--- config.mk ---
export PLATFORM = sky130hd
export DESIGN_NAME = mem_access_unit
export DESIGN_NICKNAME = d
export VERILOG_FILES = /design/src/rtl/mem_access_unit_pkg.sv /design/src/rtl/mem_edge_det.sv /design/src/rtl/mem_access_unit.sv
export SDC_FILE = /design/constraint.sdc
export NUM_CORES = 1
export LEC_CHECK = 0
export CAP_MARGIN = 40
export CORE_MARGIN = 2
export CORE_UTILIZATION = 46
export CTS_BUF_LIST = sky130_fd_sc_hd__clkbuf_16
export DETAILED_ROUTE_END_ITERATION = 8
export GPL_TIMING_DRIVEN = 1
export HOLD_SLACK_MARGIN = 0.06
export PLACE_DENSITY = 0.89
export SLEW_MARGIN = 15
export SYNTH_ARGS = -nofsm -noshare
export SYNTH_HDL_FRONTEND = slang
export SYNTH_SLANG_ARGS = --single-unit
export TNS_END_PERCENT = 20
--- constraint.sdc ---
create_clock -name clk -period 2.83 [get_ports clk]
set_input_delay 0.566 -clock clk [delete_from_list [all_inputs] [get_ports clk]]
set_output_delay 0.566 -clock clk [all_outputs]
set_load 0.05 [all_outputs]
--- src/rtl/mem_access_unit_pkg.sv ---
// mem_access_unit_pkg: shared CPU memory-access definitions.
// Access FSM state encoding and default data width / ack timeout.
package mem_access_unit_pkg;

  localparam int MAU_WIDTH   = 32;
  localparam int MAU_TIMEOUT = 15;

  typedef enum logic [1:0] {
    MAU_IDLE,
    MAU_REQ,
    MAU_DONE,
    MAU_ERR
  } mau_state_e;

endpackage

--- src/rtl/mem_edge_det.sv ---
// mem_edge_det: per-bit rising-edge detector for controller levels.
// Ports: clk, reset (sync, active-high), sig (levels), rise (edge pulses).
module mem_edge_det #(
  parameter int N = 2
) (
  input  logic         clk,
  input  logic         reset,
  input  logic [N-1:0] sig,
  output logic [N-1:0] rise
);

  logic [N-1:0] prev_q, prev_d;
  logic [N-1:0] lock_q, lock_d;

  // A level still high across reset stays locked out until it drops,
  // so it cannot look like a fresh edge once reset is released.
  always_comb begin
    prev_d = sig;
    lock_d = lock_q & sig;
  end

  always_ff @(posedge clk) begin
    if (reset) begin
      prev_q <= '0;
      lock_q <= sig;
    end else begin
      prev_q <= prev_d;
      lock_q <= lock_d;
    end
  end

  assign rise = sig & ~prev_q & ~lock_q;

endmodule

--- src/rtl/mem_access_unit.sv ---
// mem_access_unit: MAR/MDR plus one-access-at-a-time RAM handshake FSM.
// Ports: controller strobes in, RAM req/we/addr/wdata out, rdData/mdrOut/status out.
module mem_access_unit
  import mem_access_unit_pkg::*;
#(
  parameter int WIDTH   = MAU_WIDTH,
  parameter int TIMEOUT = MAU_TIMEOUT
) (
  input  logic             clk,
  input  logic             reset,
  input  logic             marEn,
  input  logic             pcFetch,
  input  logic             mdrEn,
  input  logic             ldEn,
  input  logic             stEn,
  input  logic             rd,
  input  logic             wr,
  input  logic [WIDTH-1:0] pcIn,
  input  logic [WIDTH-1:0] addrIn,
  input  logic [WIDTH-1:0] stData,
  output logic [WIDTH-1:0] memAddr,
  output logic [WIDTH-1:0] memWdata,
  output logic             memReq,
  output logic             memWe,
  input  logic [WIDTH-1:0] memRdata,
  input  logic             memAck,
  output logic [WIDTH-1:0] rdData,
  output logic [WIDTH-1:0] mdrOut,
  output logic             busy,
  output logic             done,
  output logic             err
);

  localparam int CW = (TIMEOUT < 1) ? 1 : $clog2(TIMEOUT + 1);

  mau_state_e       state_q, state_d;
  logic [WIDTH-1:0] mar_q, mar_d;
  logic [WIDTH-1:0] mdr_q, mdr_d;
  logic [WIDTH-1:0] rd_data_q, rd_data_d;
  logic [WIDTH-1:0] addr_lat_q, addr_lat_d;
  logic [WIDTH-1:0] wdata_lat_q, wdata_lat_d;
  logic [CW-1:0]    cnt_q, cnt_d;
  logic             is_wr_q, is_wr_d;
  logic [1:0]       rise;
  logic             in_req;

  mem_edge_det #(.N(2)) u_edge (
    .clk   (clk),
    .reset (reset),
    .sig   ({wr, rd}),
    .rise  (rise)
  );

  always_comb begin
    mar_d = mar_q;
    if (marEn) mar_d = pcFetch ? pcIn : addrIn;
    mdr_d = mdr_q;
    if (mdrEn) begin
      if (stEn)      mdr_d = stData;
      else if (ldEn) mdr_d = rd_data_q;
    end
  end

  always_comb begin
    state_d     = state_q;
    cnt_d       = cnt_q;
    is_wr_d     = is_wr_q;
    rd_data_d   = rd_data_q;
    addr_lat_d  = addr_lat_q;
    wdata_lat_d = wdata_lat_q;
    case (state_q)
      MAU_IDLE: begin
        if (rise[0] && rise[1]) begin
          state_d = MAU_ERR;
        end else if (rise[0] || rise[1]) begin
          state_d = MAU_REQ;
          is_wr_d = rise[1];
          cnt_d   = '0;
          // Snapshot what MAR/MDR hold in the first REQ cycle so
          // later loads cannot disturb the access in flight.
          addr_lat_d  = mar_d;
          wdata_lat_d = mdr_d;
        end
      end
      MAU_REQ: begin
        if (memAck) begin
          state_d = MAU_DONE;
          if (!is_wr_q) rd_data_d = memRdata;
        end else if (cnt_q == CW'(TIMEOUT)) begin
          state_d = MAU_ERR;
        end else begin
          cnt_d = cnt_q + 1'b1;
        end
      end
      MAU_DONE: state_d = MAU_IDLE;
      MAU_ERR: begin
        if (!rd && !wr) state_d = MAU_IDLE;
      end
      default: state_d = MAU_IDLE;
    endcase
  end

  always_ff @(posedge clk) begin
    if (reset) begin
      state_q     <= MAU_IDLE;
      mar_q       <= '0;
      mdr_q       <= '0;
      rd_data_q   <= '0;
      addr_lat_q  <= '0;
      wdata_lat_q <= '0;
      cnt_q       <= '0;
      is_wr_q     <= 1'b0;
    end else begin
      state_q     <= state_d;
      mar_q       <= mar_d;
      mdr_q       <= mdr_d;
      rd_data_q   <= rd_data_d;
      addr_lat_q  <= addr_lat_d;
      wdata_lat_q <= wdata_lat_d;
      cnt_q       <= cnt_d;
      is_wr_q     <= is_wr_d;
    end
  end

  // Status is gated by reset so nothing is asserted while it is held.
  assign in_req   = (state_q == MAU_REQ) && !reset;
  assign memReq   = in_req;
  assign busy     = in_req;
  assign memWe    = in_req && is_wr_q;
  assign done     = (state_q == MAU_DONE) && !reset;
  assign err      = (state_q == MAU_ERR) && !reset;
  assign memAddr  = (state_q == MAU_REQ) ? addr_lat_q : mar_q;
  assign memWdata = (state_q == MAU_REQ) ? wdata_lat_q : mdr_q;
  assign rdData   = rd_data_q;
  assign mdrOut   = mdr_q;

endmodule

==> impl_metrics.env, run 1 <==
export IMPL_port_buffers=270
export IMPL_synth_yosys_seq_area_share=0.437
export IMPL_crit_path_end_kind="output pin"
export IMPL_core_area_um2=16600
export IMPL_synth_edf_count=0
export IMPL_vdd_drop_max_uv=390
export IMPL_cp_slowest_cell="dfxtp_1"
export IMPL_slew_viol_final=0
export IMPL_synth_top_cells_by_area="dfxtp_1, nand2_1, o32ai_2"
export IMPL_max_stage_delay_ns=0.60
export IMPL_grt_max_degree=53
export IMPL_relSlewSlack=0.499
export IMPL_synthXorXnorAreaFrac=0
export IMPL_area_growth_pct=51.6
export IMPL_clock_path_buffers=2
export IMPL_cp_max_fo=49
export IMPL_die_area_um2=18100
export IMPL_whs_ns=0.462
export IMPL_grt_overflow=0
export IMPL_fp_dieW_um=135
export IMPL_gp_congestion=0.881
export IMPL_dr_pass1_iters=4
export IMPL_final_cell_mix="nand2_1, clkdlybuf4s50_1, dfxtp_1, a21oi_1, buf_12"
export IMPL_power_density_nw_per_um2=588
export IMPL_fin_setup_tns_ns=0
export IMPL_async_flop_share=0
export IMPL_clkSlewWorstSetupHoldPaths_ns=0.06
export IMPL_cts_sinks=171
export IMPL_synth_nets=1057
export IMPL_cts_tree="built"
export IMPL_cp_cell_sequence="nand2b_4, buf_4, o21ai_0, buf_12"
export IMPL_layout_min_cycle_time_ns=2.64
export IMPL_cpLargestDelayFamily="flip-flops"
export IMPL_synth_top_cell_by_area="dfxtp_1"
export IMPL_grt_setup_unrepaired="no"
export IMPL_grt_pass1_wl_um=39400
export IMPL_drcViolationCount=0
export IMPL_wl_per_cell_um=17.8
export IMPL_io_pins=271
export IMPL_start_util=0.471
export IMPL_fin_nets=1298
export IMPL_total_power_w=0.00699
export IMPL_yosys_warnings=0
export IMPL_drt_total_wl_um=24800
export IMPL_cp_required_ns=2.26
export IMPL_status="completed"
export IMPL_via_count=7704
export IMPL_synth_top_family_by_area="simple AND/OR/NAND/NOR gates"
export IMPL_synth_area_um2=7840
export IMPL_synthMuxAreaShare=0.0868
export IMPL_htreeDepth=4
export IMPL_crit_path_start_kind="register"
export IMPL_synth_seq_cells=171
export IMPL_yosysTopAreaCellShare=0.437
export IMPL_hold_viol_final=0
export IMPL_post_cts_buffers=0
export IMPL_power_leakage_nw=4.58
export IMPL_yosys_area_share_simple=0.212
export IMPL_finalClockSkew_ns=0.00925
export IMPL_drt_iter0_markers=362
export IMPL_crit_type="reg -> out"
export IMPL_cts_root_buf="clkbuf_16"
export IMPL_utilization=0.714
export IMPL_tightest_slew_ns=0.751
export IMPL_gr_usage_all_layers=0.274
export IMPL_die_h_um=135
export IMPL_synth_adder_area_share=0.00479
export IMPL_vias_per_cell=5.54
export IMPL_min_path_type="reg -> reg"
export IMPL_cp_num_buf_inv=2
export IMPL_drive_gt1_frac=0.156
export IMPL_critPathArrivalTime_ns=2.08
export IMPL_antenna_found_initial=0
export IMPL_ys_flop_type="dfxtp_1"
export IMPL_row_count=47
export IMPL_cts_repair_resize_count=0
export IMPL_clkLatencyLatePin_ns=0.42
export IMPL_synth_area_per_cell_um2=8.56
export IMPL_fin_crit_sh=0.933
export IMPL_max_freq_mhz=379
export IMPL_setup_viol=0
export IMPL_cts_hold_buf=0
export IMPL_grt_pass1_vias=7820
export IMPL_synth_compound_area_share=0.199
export IMPL_syn_inst=916
export IMPL_cts_buffers=17
export IMPL_maxCapViolCount=0
export IMPL_n_antenna_cell=0
export IMPL_dp_hpwl_um=17400
export IMPL_yosys_cell_types_count=42
export IMPL_ant_nets=0
==> synthesized netlist by cell type, drive strengths merged, types with 32 or more instances <==
library cell / n
mux2i: 32
or2: 32
o2bb2ai: 33
clkbuf: 51
o21ai: 34
mux2: 32
inv: 33
a21oi: 69
nand3b: 33
dfxtp: 171
nor2: 36
nand2: 197
==> where the power goes <==
| part | leakage (nW) | switching, W | internal [W] | total, W |
|---|---|---|---|---|
| clock | 0.258 | 0.000983 | 0.00121 | 0.00219 |
| combinational | 2.92 | 0.00121 | 0.000897 | 0.00211 |
| sequential | 1.40 | 0.000111 | 0.00258 | 0.00269 |
==> path summary, 6_finish.rpt <==
path / slack [ns] / end / startpoint / depth (start not counted)
max: 0.19 / memWdata[19] / state_q[0]$_SDFFE_PP0P_ / 4
max reg2reg: 0.65 / wdata_lat_q[24]$_SDFFE_PP0P_ / u_edge.prev_q[0]$_SDFF_PP0_ / 7
min: 0.46 / addr_lat_q[10]$_SDFFE_PP0P_ / addr_lat_q[10]$_SDFFE_PP0P_ / 1
min reg2reg: 0.46 / addr_lat_q[10]$_SDFFE_PP0P_ / addr_lat_q[10]$_SDFFE_PP0P_ / 1
==> sequential cells by signal, summed over array words and instances (netlist names) <==
register	count
state_q	2
addr_lat_q	32
u_edge.lock_q	2
mdrOut	32
wdata_lat_q	32
cnt_q	4
u_edge.prev_q	2
mar_q	32
is_wr_q	1
rdData	32
==> stage by stage <==
stage,std cells,area (µm²),worst slack [ns]
after floorplan,916,7840,0.114
after global placement,1358,11300,-0.0602
after detailed placement,1358,11300,-0.125
after CTS,1390,11900,0.200
after global routing,1390,11900,0.0652
final,1390,11900,0.189
==> area by class of cell <==
class / count / area [µm²]
Fill cell: 1195 / 4750
Multi-Input combinational cell: 631 / 3980
Timing Repair Buffer: 303 / 3540
Sequential cell: 171 / 3420
Clock buffer: 17 / 425
Tap cell: 220 / 275
Clock inverter: 15 / 128
Inverter: 33 / 124
==> metal layers <==
metal  GRT usage  part of all wire  up-vias
li1            -                 -     3655
met1       0.316              0.39     3638
met2       0.466              0.48      351
met3      0.0897             0.097       60
met4       0.121             0.035        0
met5           0                 0        -
==> kinds of logic (layout without fill, tap and decap cells) <==
family,Yosys count,in the layout
buffers and inverters,114,368
muxes,64,64
adders and majority gates,3,3
DFF,171,171
AOI/OAI and AO/OA,209,209
and+or+nand+nor,355,355
Note: power is estimated with default switching activity, not from simulation.
==> inputs of run 2 (changes only) <==
- HOLD_SLACK_MARGIN: 0.06 -> 0.12
- clock period: 2.83 -> 2.46 ns (I/O delays scaled with it)
==> impl_metrics.env, run 2 (synthesis gave the netlist of run 1 again) <==
export IMPL_cts_root_buf="clkbuf_16"
export IMPL_start_util=0.471
export IMPL_clkLatencyLatePin_ns=0.44
export IMPL_status="completed"
export IMPL_final_cell_mix="nand2_1, clkdlybuf4s50_1, dfxtp_1, buf_12, a21oi_1"
export IMPL_cts_hold_buf=0
export IMPL_crit_path_start_kind="register"
export IMPL_grt_max_degree=69
export IMPL_cp_cell_sequence="nand2b_4, buf_12, o21ai_0, buf_12"
export IMPL_drcViolationCount=0
export IMPL_grt_setup_unrepaired="no"
export IMPL_gr_usage_all_layers=0.282
export IMPL_vdd_drop_max_uv=469
export IMPL_whs_ns=0.298
export IMPL_cp_max_fo=68
export IMPL_layout_min_cycle_time_ns=2.37
export IMPL_dpl_cell_area_um2=11500
export IMPL_io_pins=271
export IMPL_fin_area_um2=12200
export IMPL_dr_pass1_iters=5
export IMPL_max_stage_delay_ns=0.47
export IMPL_clkSlewWorstSetupHoldPaths_ns=0.07
export IMPL_cts_tree="built"
export IMPL_cts_sinks=171
export IMPL_antenna_found_initial=0
export IMPL_via_count=7799
export IMPL_grt_pass1_wl_um=40400
export IMPL_slew_viol_final=0
export IMPL_cts_buffers=17
export IMPL_regArea_um2=3420
export IMPL_mostFrequentLayoutCell="nand2_1"
export IMPL_port_buffers=270
export IMPL_die_area_um2=18100
export IMPL_max_freq_mhz=422
export IMPL_dp_hpwl_um=17800
export IMPL_crit_type="reg -> out"
export IMPL_vias_per_cell=5.61
export IMPL_ant_nets=0
export IMPL_finalClockSkew_ns=0.0138
export IMPL_fin_nets=1299
export IMPL_cp_required_ns=1.97
export IMPL_min_path_type="in -> reg"
export IMPL_area_growth_pct=55.2
export IMPL_grt_overflow=0
export IMPL_fin_crit_sh=0.964
export IMPL_multi_input_area_um2=4010
export IMPL_grt_pass1_vias=7858
export IMPL_die_h_um=135
export IMPL_maxCapViolCount=0
export IMPL_n_antenna_cell=0
export IMPL_fillers=1119
export IMPL_relSlewSlack=0.552
export IMPL_cp_slowest_cell="dfxtp_1"
export IMPL_drt_iter0_markers=505
export IMPL_cpMostUsedCell="buf_12"
export IMPL_fin_ws_ns=0.0886
export IMPL_htreeDepth=4
export IMPL_drive_gt1_frac=0.164
export IMPL_dp_worst_setup_slack_ns=-0.492
export IMPL_critPathArrivalTime_ns=1.88
export IMPL_power_leakage_nw=4.69
export IMPL_rrSetupSlack_ns=0.32
export IMPL_row_count=47
export IMPL_setup_viol=0
export IMPL_core_area_um2=16600
export IMPL_fp_dieW_um=135
export IMPL_drt_total_wl_um=25800
export IMPL_power_density_nw_per_um2=687
export IMPL_crit_path_end_kind="output pin"
export IMPL_clock_path_buffers=2
export IMPL_fin_setup_tns_ns=0
export IMPL_wl_per_cell_um=18.5
export IMPL_gp_congestion=0.865
export IMPL_hold_viol_final=0
export IMPL_tightest_slew_ns=0.672
## run 2: area by class of cell
type                       count  share of cell area
clock inverter                15              0.0143
clock buffer                  17              0.0350
tap                          220              0.0226
sequential                   171               0.281
timing repair buffer         304               0.307
inverter                      33              0.0102
multi-input combinational    631               0.330
## run 2: stage by stage
stage / instances / util / power, W
2_1_floorplan: 916 / - / 0.00449
3_3_place_gp: 1358 / 0.693 / 0.00559
3_5_place_dp: 1358 / 0.693 / 0.00564
4_1_cts: 1390 / 0.729 / 0.00837
5_1_grt: 1391 / 0.731 / 0.00865
6_report: 1391 / 0.731 / 0.00836
## run 2: repair_timing
| item | CTS | global route |
|---|---|---|
| endpoints found under the setup margin | 12 | 60 |
| buffers inserted | 0 | 1 |
| gates resized for setup | 1 | 4 |
## run 2: worst max-delay path, delay by kind of cell (launching register included)
family,cells,cell delay (ns)
AO/OA/AOI/OAI,1,0.43
flip-flops,1,0.47
AND/OR/NAND/NOR,1,0.11
buffers and inverters,2,0.42
## run 2: path summary, 6_finish.rpt
| check | cells past startpoint | startpoint | to |
|---|---|---|---|
| hold reg to reg | 1 | addr_lat_q[20]$_SDFFE_PP0P_ | addr_lat_q[20]$_SDFFE_PP0P_ |
| setup reg to reg | 7 | u_edge.prev_q[0]$_SDFF_PP0_ | wdata_lat_q[19]$_SDFFE_PP0P_ |
| setup / recovery | 4 | state_q[0]$_SDFFE_PP0P_ | memWdata[22] |
| hold / removal | 2 | reset | u_edge.prev_q[0]$_SDFF_PP0_ |
## run 2: metal layers
metal / global-route usage / share of wire
met1: 0.317 / 0.39
met2: 0.488 / 0.49
met3: 0.0983 / 0.091
met4: 0.113 / 0.029
met5: 0 / 0
## run 2: report_power, final
part	internal, W	switching, W	leakage, nW	total [W]
Sequential	0.00297	0.000129	1.40	0.00309
Clock	0.00153	0.00122	0.294	0.00275
Combinational	0.00109	0.00142	3.00	0.00251
Total	0.00559	0.00277	4.69	0.00836
==> inputs of run 3 (changes only) <==
- CORE_ASPECT_RATIO: default -> 2
==> impl_metrics.env, run 3 (synthesis gave the netlist of run 1 again) <==
export IMPL_status="completed"
export IMPL_htreeDepth=4
export IMPL_area_growth_pct=55.1
export IMPL_max_stage_delay_ns=0.51
export IMPL_drive_gt1_frac=0.160
export IMPL_row_count=67
export IMPL_total_power_w=0.00829
export IMPL_layout_min_cycle_time_ns=2.36
export IMPL_fin_nets=1296
export IMPL_grt_max_degree=62
export IMPL_grt_setup_unrepaired="no"
export IMPL_cts_root_buf="clkbuf_16"
export IMPL_fillers=1186
export IMPL_dp_hpwl_um=18300
export IMPL_multi_input_area_um2=4000
export IMPL_fin_crit_sh=0.960
export IMPL_maxCapViolCount=0
export IMPL_power_leakage_nw=4.67
export IMPL_ant_nets=0
export IMPL_cp_slowest_cell="dfxtp_2"
export IMPL_tightest_slew_ns=0.602
export IMPL_cpMostUsedCell="buf_12"
export IMPL_vdd_drop_max_uv=522
export IMPL_cts_buffers=17
export IMPL_dp_cells=1343
export IMPL_crit_path_start_kind="register"
export IMPL_dr_pass1_iters=7
export IMPL_power_density_nw_per_um2=682
export IMPL_timing_rr_end="wdata_lat_q[27]$_SDFFE_PP0P_"
export IMPL_relSlewSlack=0.597
export IMPL_grt_overflow=0
export IMPL_cp_max_fo=40
export IMPL_fp_dieW_um=96.3
export IMPL_reg2regPathDepth=7
export IMPL_fin_cells=1375
export IMPL_min_path_type="reg -> reg"
export IMPL_vias_per_cell=5.61
export IMPL_r2r_start="u_edge.lock_q[0]$_DFF_P_"
export IMPL_setup_viol=0
export IMPL_utilization=0.725
export IMPL_finalClockSkew_ns=0.00785
export IMPL_grt_pass1_wl_um=40000
export IMPL_cp_cell_sequence="nand2b_4, buf_12, nor2_2, and2_1, buf_12"
export IMPL_drcViolationCount=0
export IMPL_antenna_found_initial=1
export IMPL_final_cell_mix="nand2_1, clkdlybuf4s50_1, dfxtp_1, buf_12, a21oi_1"
export IMPL_slew_viol_final=0
export IMPL_crit_path_end_kind="output pin"
export IMPL_clkLatencyLatePin_ns=0.42
export IMPL_worstHoldEndpoint="addr_lat_q[24]$_SDFFE_PP0P_"
export IMPL_via_count=7716
export IMPL_gr_usage_all_layers=0.281
export IMPL_cts_sinks=171
export IMPL_cts_hold_buf=0
export IMPL_port_buffers=270
export IMPL_drt_total_wl_um=25400
export IMPL_hold_start="addr_lat_q[24]$_SDFFE_PP0P_"
export IMPL_post_cts_buffers=0
export IMPL_grt_pass1_vias=8183
export IMPL_max_freq_mhz=423
export IMPL_rrSetupSlack_ns=0.35
export IMPL_hold_viol_final=0
export IMPL_gp_congestion=0.826
export IMPL_clkSlewWorstSetupHoldPaths_ns=0.07
export IMPL_min_path_cells=1
export IMPL_start_util=0.468
export IMPL_die_area_um2=18200
export IMPL_whs_ns=0.464
export IMPL_cts_tree="built"
export IMPL_drt_iter0_markers=377
export IMPL_crit_type="reg -> out"
export IMPL_cpLargestDelayFamily="simple AND/OR/NAND/NOR gates"
export IMPL_wl_per_cell_um=18.5
export IMPL_io_pins=271
export IMPL_regArea_um2=3420
export IMPL_cp_required_ns=1.97
export IMPL_die_h_um=189
export IMPL_fin_setup_tns_ns=0
export IMPL_core_area_um2=16800
export IMPL_clock_path_buffers=2
export IMPL_cp_num_buf_inv=2
export IMPL_critPathArrivalTime_ns=1.87
run 3: what timing repair did:
action | CTS | global route
hold endpoints to repair | 0 | 0
endpoints found under the setup margin | 38 | 33
resized for setup | 1 | 1
run 3: through the flow:
step,instance area [µm²],setup WS [ns]
finish,12200,0.0977
floorplan,7850,-0.0386
CTS,12200,0.0332
global route,12200,0.00421
detailed placement,11600,-0.403
global placement,11600,-0.370
run 3: worst max-delay path by stage:
stage                                        from                           end  slack, ns  depth (start not counted)
after floorplan           state_q[1]$_SDFFE_PP0P_                  memWdata[10]      -0.04                          5
after global placement                         rd  wdata_lat_q[31]$_SDFFE_PP0P_      -0.37                          8
after detailed placement                       rd   wdata_lat_q[1]$_SDFFE_PP0P_      -0.40                          8
after CTS                                      rd  wdata_lat_q[25]$_SDFFE_PP0P_       0.03                          8
after global routing      state_q[0]$_SDFFE_PP0P_                         memWe      0.004                          5
final                     state_q[0]$_SDFFE_PP0P_                         memWe        0.1                          5
run 3: where the power goes:
part / internal [W] / switching, W
sequential: 0.00297 / 0.000130
combinational: 0.00109 / 0.00142
clock: 0.00151 / 0.00118
total: 0.00557 / 0.00272
run 3: metal layers:
layer  wire [µm]  up-vias  track usage
li1            -     3669            -
met1        8760     3647        0.284
met2       13800      326        0.513
met3        1650       74       0.0596
met4        1190        0        0.155
met5           0        -            0
run 3: area by class of cell:
type,count,share of cell area
antenna,1,0.000206
clock buffer,17,0.0350
clock inverter,14,0.0132
inverter,33,0.0102
multi-input combinational,631,0.328
sequential,171,0.282
tap,207,0.0213
timing repair buffer,301,0.310
run 3: worst register-to-register path: stages (launching register included):
cell     delay [ns]
dfxtp_1        0.33
nor3b_2        0.20
inv_1          0.08
ha_1           0.29
or3b_1         0.37
or2_4          0.28
buf_12         0.18
o32ai_2        0.30
